--- config.mk ---
export PLATFORM = sky130hd
export DESIGN_NAME = dcache_write_buffer
export DESIGN_NICKNAME = d
export VERILOG_FILES = /design/src/rtl/dcache_write_buffer.sv
export SDC_FILE = /design/constraint.sdc
export NUM_CORES = 2
export LEC_CHECK = 0
export BUFFER_PORTS_ARGS = -buffer_cell sky130_fd_sc_hd__buf_2
export CORE_AREA = 2 2 426 428
export DETAILED_ROUTE_END_ITERATION = 6
export DIE_AREA = 0 0 428 430
export PLACE_DENSITY = 0.51
export SYNTH_ARGS = -nofsm -noshare
export SYNTH_HDL_FRONTEND = slang
export SYNTH_SLANG_ARGS = --single-unit
--- constraint.sdc ---
create_clock -name clk -period 27.8 [get_ports clk]
set_input_delay 8.34 -clock clk [delete_from_list [all_inputs] [get_ports clk]]
set_output_delay 8.34 -clock clk [all_outputs]
set_load 0.01 [all_outputs]
--- src/rtl/dcache_write_buffer.sv ---
// Line-granular write-back buffer between the dcache memory-side port and the
// cacheline adapter: absorbs evictions in a small FIFO, serves read hits, drains when idle.
module dcache_write_buffer #(
  parameter int DEPTH = 2
) (
  input  logic                         clk,
  input  logic                         rst,
  input  logic [31:0]                  c_addr,
  input  logic                         c_read,
  input  logic                         c_write,
  input  logic [255:0]                 c_wdata,
  output logic [255:0]                 c_rdata,
  output logic                         c_resp,
  output logic [31:0]                  m_addr,
  output logic                         m_read,
  output logic                         m_write,
  output logic [255:0]                 m_wdata,
  input  logic [255:0]                 m_rdata,
  input  logic                         m_resp,
  output logic [$clog2(DEPTH+1)-1:0]   wb_count
);

  localparam int PW = $clog2(DEPTH);
  localparam int CW = $clog2(DEPTH + 1);

  localparam logic [1:0] IDLE     = 2'd0;
  localparam logic [1:0] RESP     = 2'd1;
  localparam logic [1:0] MEM_READ = 2'd2;
  localparam logic [1:0] DRAIN    = 2'd3;

  logic [1:0]       state_q, state_d;
  logic [PW-1:0]    head_q, head_d;
  logic [PW-1:0]    tail_q, tail_d;
  logic [CW-1:0]    count_q, count_d;
  logic [DEPTH-1:0] valid_q, valid_d;
  logic [26:0]      tag_q  [DEPTH];
  logic [255:0]     data_q [DEPTH];
  logic [255:0]     rdata_q, rdata_d;
  logic [255:0]     mwdata_q, mwdata_d;
  logic [31:0]      maddr_q, maddr_d;

  logic             hit;
  logic [PW-1:0]    hitIdx;
  logic [PW-1:0]    scanIdx;
  logic             wrEn;
  logic [PW-1:0]    wrIdx;
  logic             full;
  logic             startDrain;
  logic             unusedAddrLsb;

  assign unusedAddrLsb = ^c_addr[4:0];
  assign full          = (count_q == CW'(DEPTH));

  // Scan oldest to youngest so the last match found is the youngest entry.
  always_comb begin
    hit     = 1'b0;
    hitIdx  = '0;
    scanIdx = '0;
    for (int k = 0; k < DEPTH; k++) begin
      scanIdx = head_q + PW'(k);
      if (valid_q[scanIdx] && (tag_q[scanIdx] == c_addr[31:5])) begin
        hit    = 1'b1;
        hitIdx = scanIdx;
      end
    end
  end

  always_comb begin
    state_d    = state_q;
    head_d     = head_q;
    tail_d     = tail_q;
    count_d    = count_q;
    valid_d    = valid_q;
    rdata_d    = rdata_q;
    maddr_d    = maddr_q;
    mwdata_d   = mwdata_q;
    wrEn       = 1'b0;
    wrIdx      = tail_q;
    startDrain = 1'b0;
    case (state_q)
      IDLE: begin
        if (c_read) begin
          if (hit) begin
            rdata_d = data_q[hitIdx];
            state_d = RESP;
          end else begin
            maddr_d = {c_addr[31:5], 5'b0};
            state_d = MEM_READ;
          end
        end else if (c_write) begin
          if (hit) begin
            wrEn    = 1'b1;
            wrIdx   = hitIdx;
            state_d = RESP;
          end else if (!full) begin
            wrEn            = 1'b1;
            wrIdx           = tail_q;
            valid_d[tail_q] = 1'b1;
            tail_d          = tail_q + PW'(1);
            count_d         = count_q + CW'(1);
            state_d         = RESP;
          end else begin
            // The write stays held upstream and is accepted once a slot frees up.
            startDrain = 1'b1;
          end
        end else if (count_q != '0) begin
          startDrain = 1'b1;
        end
      end
      MEM_READ: begin
        if (m_resp) begin
          rdata_d = m_rdata;
          state_d = RESP;
        end
      end
      DRAIN: begin
        if (m_resp) begin
          valid_d[head_q] = 1'b0;
          head_d          = head_q + PW'(1);
          count_d         = count_q - CW'(1);
          state_d         = IDLE;
        end
      end
      default: state_d = IDLE;
    endcase
    if (startDrain) begin
      state_d  = DRAIN;
      maddr_d  = {tag_q[head_q], 5'b0};
      mwdata_d = data_q[head_q];
    end
  end

  always_ff @(posedge clk or negedge rst) begin
    if (!rst) begin
      state_q  <= IDLE;
      head_q   <= '0;
      tail_q   <= '0;
      count_q  <= '0;
      valid_q  <= '0;
      rdata_q  <= '0;
      maddr_q  <= '0;
      mwdata_q <= '0;
    end else begin
      state_q  <= state_d;
      head_q   <= head_d;
      tail_q   <= tail_d;
      count_q  <= count_d;
      valid_q  <= valid_d;
      rdata_q  <= rdata_d;
      maddr_q  <= maddr_d;
      mwdata_q <= mwdata_d;
    end
  end

  // Entry payloads need no reset; the valid bits alone define buffer contents.
  always_ff @(posedge clk) begin
    if (wrEn) begin
      tag_q[wrIdx]  <= c_addr[31:5];
      data_q[wrIdx] <= c_wdata;
    end
  end

  assign c_resp   = (state_q == RESP);
  assign m_read   = (state_q == MEM_READ);
  assign m_write  = (state_q == DRAIN);
  assign c_rdata  = rdata_q;
  assign m_addr   = maddr_q;
  assign m_wdata  = mwdata_q;
  assign wb_count = count_q;

endmodule

==> summary.txt <==
Global route
  – Initial antenna violation count: 80
  – Grt ovf: 0
  – First-pass GRT wire length: 252000 um
  – GRT Util Overall: 18.7%
  – Number of global-route vias before repair: 33.9k
  – Largest net degree at the start of global routing: 95

Worst setup path
  – CP startpoint kind: input pin
  – Max FO, Critical Path: 54
  – Worst Path Required: 28.20 ns
  – CP Capture Type: flip-flop
  – WS Path Type: in -> reg
  – Worst Path Arrival: 14.00 ns
  – Reg2reg start: head_q
  – CP Launch Point: c_addr[24]

Yosys
  – Synth Instances: 3651
  – Asr flop ratio synth: 49.1%
  – Yosys reg bits: 1113
  – Synth top area cells: edfxtp_1 36%, dfrtp_1 29%, mux2_2 11%
  – Dominant synthesized flop cell: edfxtp_1
  – Yosys top cell by area: edfxtp_1
  – Cell Area, Synth: 0.0475 mm2
  – Mean Syn Cell Area: 13.0 um2
  – Share of the synthesized area in the top cell type: 35.8%
  – Synth unique cells: 43
  – Number of synthesized flops with an enable pin: 566
  – Post-synthesis sequential area ratio: 64.6%
  – Synth warn: 0

Clock tree
  – # H-tree levels: 4
  – CTS buffer count: 132
  – Post-cts resize count: 0
  – Clock Sinks: 1113
  – Clock Pin Slew Worst Setup and Hold Paths: 0.06 ns
  – Setup Fix Bufs, Post-CTS: 0
  – Hold Buf Count CTS: 0
  – Root Buffer: clkbuf_16
  – Insertion delay to the later sink of the worst-skew pair: 0.79 ns
  – TritonCTS clock tree: built
  – Clock buffer depth: 3

Placement
  – Hpwl dp: 123000 um
  – Dpl ws: 13.29 ns
  – Port-buffer cells: 1087
  – Gpl congestion: 0.887

STA
  – Worst Tran Pin Value: 1.08 ns
  – Unrepaired setup endpoints after global routing: false
  – Fmax: 73.5 MHz
  – Final Cycle Share: 48.9%
  – Min Tclk post-route: 13.60 ns
  – Final Hold Fails: 0
  – Endpoints failing setup: 0
  – Fin Setup TNS: 0 ns
  – Max Transition Viols Final: 0
  – Max_slew headroom: 28.1%
  – Post-route worst setup slack: 14.20 ns
  – Clk_skew: 0.0314 ns

Pwr
  – VDD IR max: 0.0697 mV
  – Leakage power total: 24.7 nW
  – PD cells: 107 mW/mm2

Routing
  – # DRC: 0
  – Vias per inst: 4.77
  – Routed Antenna Nets: 0
  – Avg WL per Cell: 24.8 um
  – DRT iter0 DRCs: 2145
  – Total Wirelength: 178000 um
  – Vias: 34.4k
  – Drt pass-1 iters: 5

Final layout
  – Most common cell after layout, fill and taps aside: buf_2
  – Fillers: 18.0k
  – Layout cells sized above 1: 38.0%
  – Multi-input gate area: 0.0156 mm2
  – Most frequent cells in the layout: 1086 x buf_2, 566 x edfxtp_1, 546 x dfrtp_1
  – # nets final: 5238
  – Synthesis-to-layout area growth: 25.7%
  – FF+latch area: 0.0307 mm2
  – Core Util, Final: 33.2%

Floorplanning
  – DIE AREA: 0.184 mm2
  – Chip width: 428 um
  – I/O pins: 1098
  – Row count: 156
  – Die height: 430 um
  – Starting Density: 26.4%
  – Core area: 0.180 mm2

Job
  – Max-Cap Viols: 0

Hold path
  – Hold_sp: c_rdata[49]
  – Hold WC Path Type: reg -> reg

Run status
  – Status: complete, no violations
-- flip-flops by register name, summed over array words and instances, names as in the netlist --
register / cells
data_q: 512
c_rdata: 256
m_wdata: 256
tag_q: 54
m_addr: 27
state_q: 2
valid_q: 2
wb_count: 2
head_q: 1
tail_q: 1
-- power breakdown --
part	total (mW)	switching (mW)	internal, mW
Combinational	2.20	1.35	0.847
Clock	1.80	0.730	1.07
Sequential	2.40	0.238	2.17
-- logic make-up (layout without fill, tap and decap cells) --
| family | count (synthesis) | count (layout) | synth area share, % |
|---|---|---|---|
| flip-flops | 1113 | 1113 | 64.6 |
| AND/OR/NAND/NOR | 813 | 813 | 6.59 |
| AO/OA/AOI/OAI | 794 | 794 | 10.5 |
| multiplexers | 620 | 620 | 14.4 |
| buffers and inverters | 252 | 1396 | 2.77 |
| XOR/XNOR | 58 | 58 | 1.07 |
| other | 1 | 47 | 0.00790 |
-- cells in the mapped netlist (all sizes together), types with 13 or more instances --
library cell and instances:
xnor2 45, nand2 520, dfrtp 547, buf 104
nor2 265, edfxtp 566, a22o 256, o21ai 265
mux2i 108, a21oi 258, mux2 512, clkbuf 141
xor2 13
-- routing by layer --
metal	global-route usage (%)	routed length (um)	vias to the layer above	share of wire, %
met5	0	205	-	0.11
met4	7.94	6850	28	3.8
li1	-	-	15400	-
met1	22.3	70800	17400	40
met2	30.9	86500	1274	48
met3	6.20	14100	341	7.9
-- path summary, 6_finish.rpt --
path | end | slack [ns] | cells after the start
hold reg to reg | c_rdata[49] | 0.47 | 2
min in group asynchronous | c_rdata[204] | 7.65 | 1
max in group asynchronous | m_wdata[47] | 15.88 | 6
hold / removal | c_rdata[49] | 0.47 | 2
setup reg to reg | data_q[0][57] | 19.91 | 12
setup / recovery | data_q[0][57] | 14.20 | 11
-- area by class of cell --
class / count / share of cell area [%]
antenna: 42 / 0.176
timing repair buffer: 1145 / 9.86
inverter: 7 / 0.0440
clock inverter: 51 / 1.15
sequential: 1113 / 51.4
tap: 2370 / 4.97
multi-input combinational: 2290 / 26.1
clock buffer: 193 / 6.29
-- worst max-delay path, cell delays in order --
cell,delay (ns)
buf_2,0.14
xnor2_1,0.13
a2111oi_0,0.66
nand4_1,0.45
o21ai_0,0.49
nor2_1,0.07
a21oi_1,0.28
and3b_4,0.91
buf_4,0.83
buf_4,0.80
buf_4,0.67
-- stage by stage --
| step | total power, mW | hold slack, ns | instances | instance area (um2) |
|---|---|---|---|---|
| 2_1_floorplan | 3.67 | 0.488 | 3655 | 47500 |
| 3_3_place_gp | 4.64 | 0.461 | 6925 | 55100 |
| 3_5_place_dp | 4.66 | 0.467 | 6925 | 55100 |
| 4_1_cts | 6.50 | 0.480 | 7169 | 59600 |
| 5_1_grt | 6.73 | 0.501 | 7200 | 59700 |
| 6_report | 6.40 | 0.474 | 7211 | 59700 |
Note: power is estimated with default switching activity, not from simulation.
